[src/rtl/vga_timing_pkg.sv]
// -----------------------------------------------------------------------------
// vga_timing_pkg
// Shared raster-timing constants and helpers for the VGA sync generator.
// Defaults describe 800x600@60 (40 MHz pixel clock). The helpers derive axis
// totals and sync-region bounds from the four per-axis segment lengths, so
// the top level and the axis counters agree on the same arithmetic.
// -----------------------------------------------------------------------------
package vga_timing_pkg;

  // Sum of the four segments of one axis (active, front porch, sync, back porch).
  function automatic int axis_total(input int act, input int fp, input int sync, input int bp);
    return act + fp + sync + bp;
  endfunction

  // First count of the sync pulse: sync starts right after the front porch.
  function automatic int sync_first(input int act, input int fp);
    return act + fp;
  endfunction

  // Last count of the sync pulse (inclusive).
  function automatic int sync_last(input int act, input int fp, input int sync);
    return act + fp + sync - 1;
  endfunction

  // 800x600@60 horizontal timing (pixels)
  localparam int H_PIXELS_DEF     = 800;
  localparam int H_FRONTPORCH_DEF = 40;
  localparam int H_SYNCTIME_DEF   = 128;
  localparam int H_BACKPORCH_DEF  = 88;

  // 800x600@60 vertical timing (lines)
  localparam int V_LINES_DEF      = 600;
  localparam int V_FRONTPORCH_DEF = 1;
  localparam int V_SYNCTIME_DEF   = 4;
  localparam int V_BACKPORCH_DEF  = 23;

  localparam int CNT_BITS_DEF     = 11;

  // Derived totals: 1056 pixels per line, 628 lines per frame
  localparam int H_TOTAL_DEF = axis_total(H_PIXELS_DEF, H_FRONTPORCH_DEF,
                                          H_SYNCTIME_DEF, H_BACKPORCH_DEF);
  localparam int V_TOTAL_DEF = axis_total(V_LINES_DEF, V_FRONTPORCH_DEF,
                                          V_SYNCTIME_DEF, V_BACKPORCH_DEF);

  // Sync-region bounds: pixels 840..967, lines 601..604
  localparam int H_SYNC_FIRST_DEF = sync_first(H_PIXELS_DEF, H_FRONTPORCH_DEF);
  localparam int H_SYNC_LAST_DEF  = sync_last(H_PIXELS_DEF, H_FRONTPORCH_DEF, H_SYNCTIME_DEF);
  localparam int V_SYNC_FIRST_DEF = sync_first(V_LINES_DEF, V_FRONTPORCH_DEF);
  localparam int V_SYNC_LAST_DEF  = sync_last(V_LINES_DEF, V_FRONTPORCH_DEF, V_SYNCTIME_DEF);

endpackage

[src/rtl/vga_axis_counter.sv]
// -----------------------------------------------------------------------------
// vga_axis_counter
// One raster axis: a modulo-TOTAL counter plus region decode.
// Ports:
//   clk_pll   in   pixel clock
//   rst       in   asynchronous active-low reset
//   step      in   advance the counter this cycle
//   count     out  current count, 0..TOTAL-1
//   wrap      out  count is at its last value (next step returns to 0)
//   in_sync   out  count lies inside the sync pulse
//   in_active out  count lies inside the visible region
// Region flags are decoded combinationally from the count; the top level
// registers them together with the count so everything stays aligned.
// -----------------------------------------------------------------------------
module vga_axis_counter
  import vga_timing_pkg::*;
#(
  parameter int ACTIVE   = H_PIXELS_DEF,
  parameter int FP       = H_FRONTPORCH_DEF,
  parameter int SYNC     = H_SYNCTIME_DEF,
  parameter int BP       = H_BACKPORCH_DEF,
  parameter int CNT_BITS = CNT_BITS_DEF
) (
  input  logic                clk_pll,
  input  logic                rst,
  input  logic                step,
  output logic [CNT_BITS-1:0] count,
  output logic                wrap,
  output logic                in_sync,
  output logic                in_active
);

  localparam int TOTAL = axis_total(ACTIVE, FP, SYNC, BP);

  localparam logic [CNT_BITS-1:0] ZERO_C    = {CNT_BITS{1'b0}};
  localparam logic [CNT_BITS-1:0] ONE_C     = CNT_BITS'(1);
  localparam logic [CNT_BITS-1:0] LAST_C    = CNT_BITS'(TOTAL - 1);
  localparam logic [CNT_BITS-1:0] SYNC_LO_C = CNT_BITS'(sync_first(ACTIVE, FP));
  localparam logic [CNT_BITS-1:0] SYNC_HI_C = CNT_BITS'(sync_last(ACTIVE, FP, SYNC));
  localparam logic [CNT_BITS-1:0] ACT_END_C = CNT_BITS'(ACTIVE);

  logic [CNT_BITS-1:0] count_r;

  // Axis counter: advances on step, wraps from TOTAL-1 back to 0, holds otherwise.
  always_ff @(posedge clk_pll or negedge rst) begin
    if (!rst) begin
      count_r <= ZERO_C;
    end else if (step) begin
      if (count_r == LAST_C) begin
        count_r <= ZERO_C;
      end else begin
        count_r <= count_r + ONE_C;
      end
    end else begin
      count_r <= count_r;
    end
  end

  // Region decode of the current count.
  always_comb begin
    count     = count_r;
    wrap      = (count_r == LAST_C);
    in_sync   = (count_r >= SYNC_LO_C) && (count_r <= SYNC_HI_C);
    in_active = (count_r < ACT_END_C);
  end

endmodule

[src/rtl/vga_sync_gen.sv]
// -----------------------------------------------------------------------------
// vga_sync_gen
// Raster timing generator feeding the pixel/colour generator. Produces
// HSYNC/VSYNC, an active-video qualifier, pixel coordinates and line/frame
// strobes from the pixel clock. All outputs are registered one cycle after
// the internal counters and are mutually aligned.
// Ports:
//   clk_pll     in   pixel clock
//   rst         in   asynchronous active-low reset
//   en          in   pixel clock enable; counters and outputs advance only when 1
//   hsync       out  horizontal sync (asserted level = H_SYNC_POL)
//   vsync       out  vertical sync   (asserted level = V_SYNC_POL)
//   active      out  coordinates lie in the visible area
//   pixel_x     out  horizontal count
//   pixel_y     out  vertical count
//   line_start  out  one-cycle strobe for pixel_x = 0
//   frame_start out  one-cycle strobe for pixel_x = 0, pixel_y = 0
//   frame_cnt   out  frame counter
// Optional feature: define VGA_SYNC_FRAME_CNT_EN to enable the 8-bit frame
// counter; without it frame_cnt is tied to zero.
// -----------------------------------------------------------------------------
module vga_sync_gen
  import vga_timing_pkg::*;
#(
  parameter int H_PIXELS     = H_PIXELS_DEF,
  parameter int H_FRONTPORCH = H_FRONTPORCH_DEF,
  parameter int H_SYNCTIME   = H_SYNCTIME_DEF,
  parameter int H_BACKPORCH  = H_BACKPORCH_DEF,
  parameter int V_LINES      = V_LINES_DEF,
  parameter int V_FRONTPORCH = V_FRONTPORCH_DEF,
  parameter int V_SYNCTIME   = V_SYNCTIME_DEF,
  parameter int V_BACKPORCH  = V_BACKPORCH_DEF,
  parameter bit H_SYNC_POL   = 1'b1,
  parameter bit V_SYNC_POL   = 1'b1,
  parameter int CNT_BITS     = CNT_BITS_DEF
) (
  input  logic                clk_pll,
  input  logic                rst,
  input  logic                en,
  output logic                hsync,
  output logic                vsync,
  output logic                active,
  output logic [CNT_BITS-1:0] pixel_x,
  output logic [CNT_BITS-1:0] pixel_y,
  output logic                line_start,
  output logic                frame_start,
  output logic [7:0]          frame_cnt
);

  localparam logic [CNT_BITS-1:0] ZERO_C = {CNT_BITS{1'b0}};

  logic [CNT_BITS-1:0] h_count_s;
  logic [CNT_BITS-1:0] v_count_s;
  logic                h_wrap_s;
  logic                h_sync_s;
  logic                h_active_s;
  logic                v_wrap_unused_s;
  logic                v_sync_s;
  logic                v_active_s;
  logic                v_step_s;
  logic                line_origin_s;
  logic                frame_origin_s;

  // The vertical axis only moves on the enabled cycle that ends a line.
  assign v_step_s       = en & h_wrap_s;
  assign line_origin_s  = (h_count_s == ZERO_C);
  assign frame_origin_s = line_origin_s && (v_count_s == ZERO_C);

  vga_axis_counter #(
    .ACTIVE   (H_PIXELS),
    .FP       (H_FRONTPORCH),
    .SYNC     (H_SYNCTIME),
    .BP       (H_BACKPORCH),
    .CNT_BITS (CNT_BITS)
  ) u_h_axis (
    .clk_pll   (clk_pll),
    .rst       (rst),
    .step      (en),
    .count     (h_count_s),
    .wrap      (h_wrap_s),
    .in_sync   (h_sync_s),
    .in_active (h_active_s)
  );

  vga_axis_counter #(
    .ACTIVE   (V_LINES),
    .FP       (V_FRONTPORCH),
    .SYNC     (V_SYNCTIME),
    .BP       (V_BACKPORCH),
    .CNT_BITS (CNT_BITS)
  ) u_v_axis (
    .clk_pll   (clk_pll),
    .rst       (rst),
    .step      (v_step_s),
    .count     (v_count_s),
    .wrap      (v_wrap_unused_s),
    .in_sync   (v_sync_s),
    .in_active (v_active_s)
  );

  // Output register: loads the decoded counter state on enabled cycles; strobes drop otherwise.
  always_ff @(posedge clk_pll or negedge rst) begin
    if (!rst) begin
      hsync       <= ~H_SYNC_POL;
      vsync       <= ~V_SYNC_POL;
      active      <= 1'b0;
      pixel_x     <= ZERO_C;
      pixel_y     <= ZERO_C;
      line_start  <= 1'b0;
      frame_start <= 1'b0;
    end else if (en) begin
      hsync       <= h_sync_s ? H_SYNC_POL : ~H_SYNC_POL;
      vsync       <= v_sync_s ? V_SYNC_POL : ~V_SYNC_POL;
      active      <= h_active_s & v_active_s;
      pixel_x     <= h_count_s;
      pixel_y     <= v_count_s;
      line_start  <= line_origin_s;
      frame_start <= frame_origin_s;
    end else begin
      line_start  <= 1'b0;
      frame_start <= 1'b0;
    end
  end

`ifdef VGA_SYNC_FRAME_CNT_EN
  logic       frame_seen_r;
  logic [7:0] frame_cnt_r;

  // Frame counter: the first frame after reset reads 0, each later frame start adds one (mod 256).
  always_ff @(posedge clk_pll or negedge rst) begin
    if (!rst) begin
      frame_seen_r <= 1'b0;
      frame_cnt_r  <= 8'd0;
    end else if (en && frame_origin_s) begin
      frame_seen_r <= 1'b1;
      if (frame_seen_r) begin
        frame_cnt_r <= frame_cnt_r + 8'd1;
      end else begin
        frame_cnt_r <= frame_cnt_r;
      end
    end else begin
      frame_seen_r <= frame_seen_r;
      frame_cnt_r  <= frame_cnt_r;
    end
  end

  assign frame_cnt = frame_cnt_r;
`else
  assign frame_cnt = 8'd0;
`endif

endmodule

[config.mk]
export PLATFORM = sky130hd
export DESIGN_NAME = vga_sync_gen
export DESIGN_NICKNAME = d
export VERILOG_FILES = /design/src/rtl/vga_timing_pkg.sv /design/src/rtl/vga_axis_counter.sv /design/src/rtl/vga_sync_gen.sv
export SDC_FILE = /design/constraint.sdc
export NUM_CORES = 1
export LEC_CHECK = 0
export ABC_AREA = 0
export CAP_MARGIN = 25
export CORE_ASPECT_RATIO = 0.8
export CORE_MARGIN = 2
export CORE_UTILIZATION = 38
export CTS_CLUSTER_SIZE = 20
export DETAILED_ROUTE_END_ITERATION = 10
export GPL_TIMING_DRIVEN = 1
export REMOVE_ABC_BUFFERS = 1
export SLEW_MARGIN = 20
export SYNTH_ARGS = -nofsm -noshare
export SYNTH_HDL_FRONTEND = slang
export SYNTH_SLANG_ARGS = --single-unit
[constraint.sdc]
create_clock -name clk_pll -period 4 [get_ports clk_pll]
set_clock_uncertainty 0.2 [all_clocks]
set_input_delay 0.6 -clock clk_pll [delete_from_list [all_inputs] [get_ports clk_pll]]
set_output_delay 0.6 -clock clk_pll [all_outputs]
set_load 0.1 [all_outputs]
-- Yosys cells after proc, flatten, opt, wreduce, memory -nomap -nowiden
Cells that the tools add are included.
- register bits: 49
- output and inout bits: 35
- word-level logic and storage cells: 32
- $add $sub $neg: 2
- $lt $le $gt $ge: 6
- equality and inequality tests: 2
- multiplexer cells: 6
- bitwise operators: 2
- reductions and logical operators: 5
- operators by type and width (operator ; count):
    $add A11 B1 Y11 const B ; 2
    $ge A11 B10 Y1 const B ; 2
    $le A11 B10 Y1 const B ; 2
    $logic_not A11 Y1 ; 2
    $lt A11 B10 Y1 const B ; 2
    $mux W11 ; 2
    $eq A11 B10 Y1 const B ; 1
    $eq A11 B11 Y1 const B ; 1
    $mux W1 ; 4
    $logic_and A1 B1 Y1 ; 3
    $and A1 B1 Y1 ; 2

-- Depth between registers and ports, before layout
Gate-level depths: netlist (run 1).
- depth in word-level cells: 3
- mapped depth: 6
- depth with buffers taken out: 6

-- By module
A second synthesis (run 1) with hierarchy kept.
- cell total of the unflattened synthesis: 214
- area, all modules: 2417.3 sq um
- by module, submodules not included (module ; instances ; cells each ; area an instance (sq um)):
    vga_sync_gen ; 1 ; 75 ; 1111.1
    vga_axis_counter at u_v_axis ; 1 ; 76 ; 700.7
    vga_axis_counter at u_h_axis ; 1 ; 63 ; 605.6

-- Worst setup path after synthesis (run 1)
OpenSTA, ideal clock, no wires.
- kind: input -> register
- start point: in en
- end point: reg u_h_axis.count_r[10] (netlist: u_h_axis.count[10])
- setup time: 0.122 ns
- arrival time: 1.470 ns
- required time: 3.678 ns
- slack: 2.209 ns
- stages on the path: 5
- cell sequence: buf_6 -> clkbuf_1 -> nand2_1 -> a21o_1 -> a32o_1
- RTL lines (element ; RTL line ; RTL):
    from (decl) ; vga_sync_gen.sv:39 ; input logic en,
    to (signal assigned) ; vga_axis_counter.sv:52 ; count_r <= count_r + ONE_C;
    to (signal assigned) ; vga_axis_counter.sv:55 ; count_r <= count_r;
    to (decl) ; vga_axis_counter.sv:42 ; logic [CNT_BITS-1:0] count_r;

-- Worst setup path in the final report (run 1)
- start point: reg active
- end point: out active
- RTL lines (element ; RTL line ; RTL):
    from (decl) ; vga_sync_gen.sv:42 ; output logic active,
    from (signal assigned) ; vga_sync_gen.sv:114 ; active <= h_active_s & v_active_s;
No word-level cell between the ends.

==> qor.yml, run 1 <==
setup_path:
  crit_path_max_fanout: 2
  reg2reg_slack_ns: 1.88
  r2r_cells: 5
  worst_setup_path_start_kind: "flop"
  arrival_ns: 1.82
  endpoint_kind: "output port"
  crit_required_ns: 3.20
  cp_top_family: "buffers and inverters"
  cp-endpoint: "active"
  crit_cells: 1
  r2r_start: "u_h_axis.count[1]"
  critPathLaunch: "active"
  critPathMaxStageDelay_ns: 1.14
  crit_type: "reg -> out"
  worstReg2RegEnd: "u_v_axis.count[4]"
  crit_buf_inv: 1
  crit_path_cell_trace: "clkdlybuf4s50_1"
  slowest_stage: "clkdlybuf4s50_1"
final_layout:
  antenna_cells: 0
  final_layout_size_suffix_gt1_share_pct: 17.92
  final_nets: 247
  fill_cells: 585
  syn_to_final_growth_pct: 18.21
  final_design_area_no_fill_um2: 2835
outcome:
  status: "finished clean"
route:
  wl_mm: 4.790
  wl_per_cell_um: 14.92
  antenna_violating_nets_post_route: 0
  drt-vias-per-instance: 5.078
  post-route-drc-count: 0
  vias: 1630
  drt-initial-drc-count: 111
  first_pass_iters: 4
synthesis:
  ys_seq_area_share_pct: 51.12
  synth_edf_count: 0
  synthTopCellsByArea: "dfrtp_1, mux2_2, buf_4"
  synth_top_area_share_pct: 51.12
  yosys_warnings: 0
  synth_ff_type: "dfrtp_1"
  syn_avg_cell_area_um2: 11.31
  synthArstFlopShare_pct: 100.0
  synth_most_common_cell: "dfrtp_1"
  synth_commonest_cells: "dfrtp_1, mux2_2, nand2_1, o21ai_0"
  synth.distinct_cells: 43
  synth_top_area_cell: "dfrtp_1"
  ys_seq_elements: 49
  netlist_instances: 212
  syn_area_um2: 2399
floorplanning:
  rows: 25
  io_pins: 38
  core-area_um2: 6006
  die_area_um2: 6967
  start_util_pct: 39.94
  die_w_um: 92.83
  die_y_um: 75.06
clocking:
  htree_levels: 2
  cts_hold_buf: 0
  post_cts_buffers: 0
  cts-root-buf: "clkbuf_8"
  cts_tree: "done"
  numCtsBuffers: 5
  clock_sinks: 49
  cts_resized: 0
  insertion_delay_ns: 0.30
  path_clk_slew_ns: 0.09
  cts_buffer_depth: 2
grt:
  grt_pass1_vias: 1531
  grt_overflow: 0
  grt_use_total_pct: 14.36
  grt_max_degree: 30
  grt_pass1_wl_mm: 7.831
  antenna_found_initial: 0
power:
  p_leak_nw: 1.314
  p_seq_share_pct: 44.1
  comb_power_share_pct: 29.7
  p_per_area_nw_per_um2: 492.6
  net-switching-power_w: 0.0005398
  p_int_w: 0.0008569
  power.share.switching_pct: 38.65
  pwr-share-clk_pct: 26.2
  peakVddDrop_uv: 197.9
timing:
  drv_slew: 0
  slew_headroom_pct: 34.84
  finalCriticalPeriod_ns: 2.622
  grt_setup_unrepaired: "false"
  min_period_over_period_pct: 65.55
  fmax_mhz: 381.4
  finalSetupViolCount: 0
  tightest_slew_ns: 0.9744
  hold_viol_final: 0
  finalSetupTns_ns: 0
worst_hold_path:
  worstHoldPathType: "in -> async"
placed_design:
  gp_congestion: 0.8354
  port_buffers: 29
  hpwl_mm: 3.379
  placed_area_um2: 2719
flow_run:
  drv_cap: 0
-- metrics by stage --
stage          utilization, %  cells  hold WS, ns  worst slack, ns  power (W)
2_1_floorplan               -    200       0.1044            2.203  0.0009271
3_3_place_gp            45.27    313       0.2886            1.379   0.001038
3_5_place_dp            45.27    313       0.2944            1.320   0.001041
4_1_cts                 47.21    321      0.07646            1.371   0.001407
5_1_grt                 47.21    321      0.09198            1.337   0.001457
6_report                47.21    321      0.05677            1.378   0.001397
-- worst min path at each step --
stage                    start                end  slack [ns]
finish                     rst  u_v_axis.count[3]        0.06
global route               rst         pixel_y[3]        0.09
CTS                        rst         pixel_y[3]        0.08
detailed placement       vsync              vsync        0.29
global placement    pixel_x[4]         pixel_x[4]        0.29
floorplan                  rst             active        0.10
-- cells in the final DEF (no fill, tap or decap), drive strengths merged, types with 2 or more instances in the layout --
| master | count |
|---|---|
| nor4 | 4 |
| nand3 | 6 |
| buf | 4 |
| inv | 8 |
| dfrtp | 49 |
| nand2 | 16 |
| nor2 | 9 |
| and3 | 7 |
| a21o | 3 |
| ha | 5 |
| nor3b | 2 |
| and4 | 4 |
| o211ai | 2 |
| nand4 | 5 |
| nor3 | 8 |
| clkdlybuf4s50 | 28 |
| a32o | 2 |
| conb | 8 |
| o31ai | 3 |
| xnor2 | 5 |
| o21ai | 10 |
| xor2 | 5 |
| mux2 | 23 |
| a21oi | 2 |
| clkbuf | 7 |
-- sequential cells by signal, summed over array words and instances, names as in the netlist --
name	flops
pixel_y	11
frame_start	1
active	1
u_v_axis.count	11
vsync	1
u_h_axis.count	11
hsync	1
pixel_x	11
line_start	1
-- worst register-to-register path: stages (launching register included) --
cell	delay, ns
dfrtp_1	0.42
ha_1	0.27
and4_1	0.28
and4_1	0.42
nand2b_4	0.13
o31ai_1	0.30
-- per-layer routing --
metal / vias up / GRT usage (%) / share of wire (%)
met5: - / 0 / 0
met4: 0 / 3.431 / 0.75
met3: 4 / 2.903 / 3.6
met2: 32 / 19.40 / 40
met1: 802 / 23.22 / 56
li1: 792 / - / -
-- cell type report --
class / count / area (µm²) / area share [%]
Sequential cell: 49 / 1226 / 43.25
Multi-Input combinational cell: 143 / 1054 / 37.16
Timing Repair Buffer: 32 / 307.8 / 10.86
Tap cell: 81 / 101.3 / 3.575
Clock buffer: 7 / 86.33 / 3.045
Clock inverter: 1 / 30.03 / 1.059
Inverter: 8 / 30.03 / 1.059
-- power by group through the flow --
| stage | registers [W] | clock network [W] | logic (W) |
|---|---|---|---|
| after CTS | 0.000614 | 0.000375 | 0.000418 |
| final | 0.000616 | 0.000365 | 0.000415 |
| after global placement | 0.000623 | 0 | 0.000415 |
| after global routing | 0.000625 | 0.000395 | 0.000436 |
| after detailed placement | 0.000624 | 0 | 0.000417 |
| after floorplan | 0.000810 | 0 | 0.000118 |
-- kinds of logic after synthesis --
group | Yosys count | synth area share (%)
mux | 23 | 10.80
buf+inv | 27 | 6.051
fa+ha+maj | 5 | 2.608
simple gates | 66 | 16.64
compound gates | 31 | 8.973
flops | 49 | 51.12
xor+xnor | 10 | 3.651
other cells | 1 | 0.1563
Power figures use the tool's default switching activity.
==> run 2, diff against run 1 <==
clock period = 2.6 ns   (was 4 ns; I/O delays follow)
==> qor.yml, run 2 (same netlist as run 1, synthesis figures left out) <==
clocking:
  numCtsBuffers: 5  # unchanged
  insertion_delay_ns: 0.30  # about the same
  clock_sinks: 49  # unchanged
  cts-root-buf: "clkbuf_8"  # unchanged
  path_clk_slew_ns: 0.08  # was 0.09 ns
  htree_levels: 2  # unchanged
  cts_tree: "done"  # unchanged
  post_cts_buffers: 0  # unchanged
  cts_buffer_depth: 2  # unchanged
timing:
  finalSetupViolCount: 0  # unchanged
  fmax_mhz: 480.7
  drv_slew: 0  # unchanged
  fin_ws_ns: 0.5196  # was 1.378 ns
  hold_viol_final: 0  # unchanged
  holdWs_ns: 0.3117  # was 0.05677 ns
  finalCriticalPeriod_ns: 2.080
  grt_setup_unrepaired: "false"  # unchanged
  finalSetupTns_ns: 0  # unchanged
  min_period_over_period_pct: 80.02
grt:
  grt_use_total_pct: 14.75  # was 14.36%
  antenna_found_initial: 0  # unchanged
  grt_pass1_vias: 1529  # was 1531
  grt_overflow: 0  # unchanged
  grt_max_degree: 50  # was 30
  grt_pass1_wl_mm: 7.997  # was 7.831 mm
setup_path:
  arrival_ns: 2.08  # was 1.82 ns
  worst_setup_path_start_kind: "flop"  # unchanged
  r2r_start: "u_h_axis.count[0]"  # was u_h_axis.count[1]
  crit_type: "reg -> reg"  # was reg -> out
  crit_path_max_fanout: 8  # was 2
  endpoint_kind: "flop"  # was output port
  crit_required_ns: 2.60  # was 3.20 ns
  critPathLaunch: "u_h_axis.count[0]"  # was active
floorplanning:
  die_w_um: 92.83  # unchanged
  core-area_um2: 6006  # unchanged
  die_y_um: 75.06  # unchanged
  io_pins: 38  # unchanged
  die_area_um2: 6967  # unchanged
  start_util_pct: 39.94  # unchanged
  rows: 25  # unchanged
flow_run:
  drv_cap: 0  # unchanged
power:
  p_per_area_nw_per_um2: 729.6  # was 492.6 nW/µm²
  finalPower_w: 0.002014  # was 0.001397 W
  p_leak_nw: 1.353  # was 1.314 nW
  peakVddDrop_uv: 391.5  # was 197.9 µV
outcome:
  status: "finished clean"  # unchanged
final_layout:
  syn_to_final_growth_pct: 15.08  # was 18.21%
  antenna_cells: 0  # unchanged
  final_cell_mix: "dfrtp_1, buf_4, mux2_2, nand2_1, o21ai_0"  # was dfrtp_1, clkdlybuf4s50_1, mux2_2, nand2_1, o21ai_0
  final_layout_size_suffix_gt1_share_pct: 28.75  # was 17.92%
  final_util_pct: 45.96  # was 47.21%
  mostFrequentLayoutCell: "dfrtp_1"  # unchanged
  final_nets: 248  # was 247
route:
  antenna_violating_nets_post_route: 0  # unchanged
  wl_met2_mm: 1.857  # was 1.902 mm
  wl_met1_mm: 2.546  # was 2.676 mm
  drt-initial-drc-count: 83  # was 111
  top_layer_used: "met4"  # unchanged
  drt-vias-per-instance: 5.162  # was 5.078
  vias: 1657  # was 1630
  wl_mm: 4.669  # was 4.790 mm
  first_pass_iters: 4  # unchanged
  wl_met3_um: 208  # was 174 µm
  post-route-drc-count: 0  # unchanged
  wl_per_cell_um: 14.55  # was 14.92 µm
placed_design:
  gp_congestion: 0.8352  # was 0.8354
  hpwl_mm: 3.331  # was 3.379 mm
  pre_cts_ws_ns: 0.4654  # was 1.320 ns
  port_buffers: 29  # unchanged
worst_hold_path:
  worstHoldPathType: "reg -> reg"  # was in -> async
  holdCritStartpoint: "pixel_y[10]"
==> run 2: cell count changes in the layout (fill, tap and decap cells not counted) <==
| cell | previous run | this run |
|---|---|---|
| clkdlybuf4s50_1 | 28 | 1 |
| buf_4 | 3 | 29 |
| buf_12 | 0 | 1 |
| bufinv_16 | 1 | 0 |
| dlygate4sd3_1 | 0 | 1 |
==> run 2: area by class of cell <==
class                      count  area, µm²
fill                         593       3246
multi-input combinational    143       1054
inverter                       8      30.03
tap                           81      101.3
clock buffer                   7      86.33
timing repair buffer          33      262.8
sequential                    49       1226
==> run 2: path summary, 6_finish.rpt <==
path / end / slack, ns / cells past startpoint
min: pixel_y[10] / 0.31 / 1
min in group asynchronous: pixel_y[7] / 0.40 / 3
max reg2reg: u_v_axis.count[5] / 0.52 / 5
max in group asynchronous: pixel_x[7] / 1.57 / 3
min reg2reg: pixel_y[10] / 0.31 / 1
max: u_v_axis.count[5] / 0.52 / 5
==> run 2: what timing repair did <==
item,4_1_cts,5_1_grt
hold buffers,1,0
hold endpoints to repair,49,0
gates resized for setup,0,0
==> run 2: critical path, cell delays in order, from the launching register on <==
cell and delay (ns):
dfrtp_1 0.43, ha_1 0.25, and4_1 0.29, and4_1 0.46, o21ai_0 0.16, a21o_1 0.20
==> run 2: report_power, final <==
| part | switching (W) | internal [W] | total (W) |
|---|---|---|---|
| Combinational | 0.000477 | 0.000149 | 0.000626 |
| Sequential | 0.0000983 | 0.000843 | 0.000942 |
| Clock | 0.000235 | 0.000211 | 0.000446 |
==> run 2: metrics by stage <==
stage	area, µm²	cells
2_1_floorplan	2310	200
3_3_place_gp	2664	313
3_5_place_dp	2664	313
4_1_cts	2760	321
5_1_grt	2760	321
6_report	2760	321
==> run 2: routing by layer <==
layer | up-vias | global-route usage, %
met5 | - | 0
met4 | 0 | 4.902
met3 | 7 | 3.103
met2 | 42 | 20.21
met1 | 814 | 22.99
li1 | 794 | -
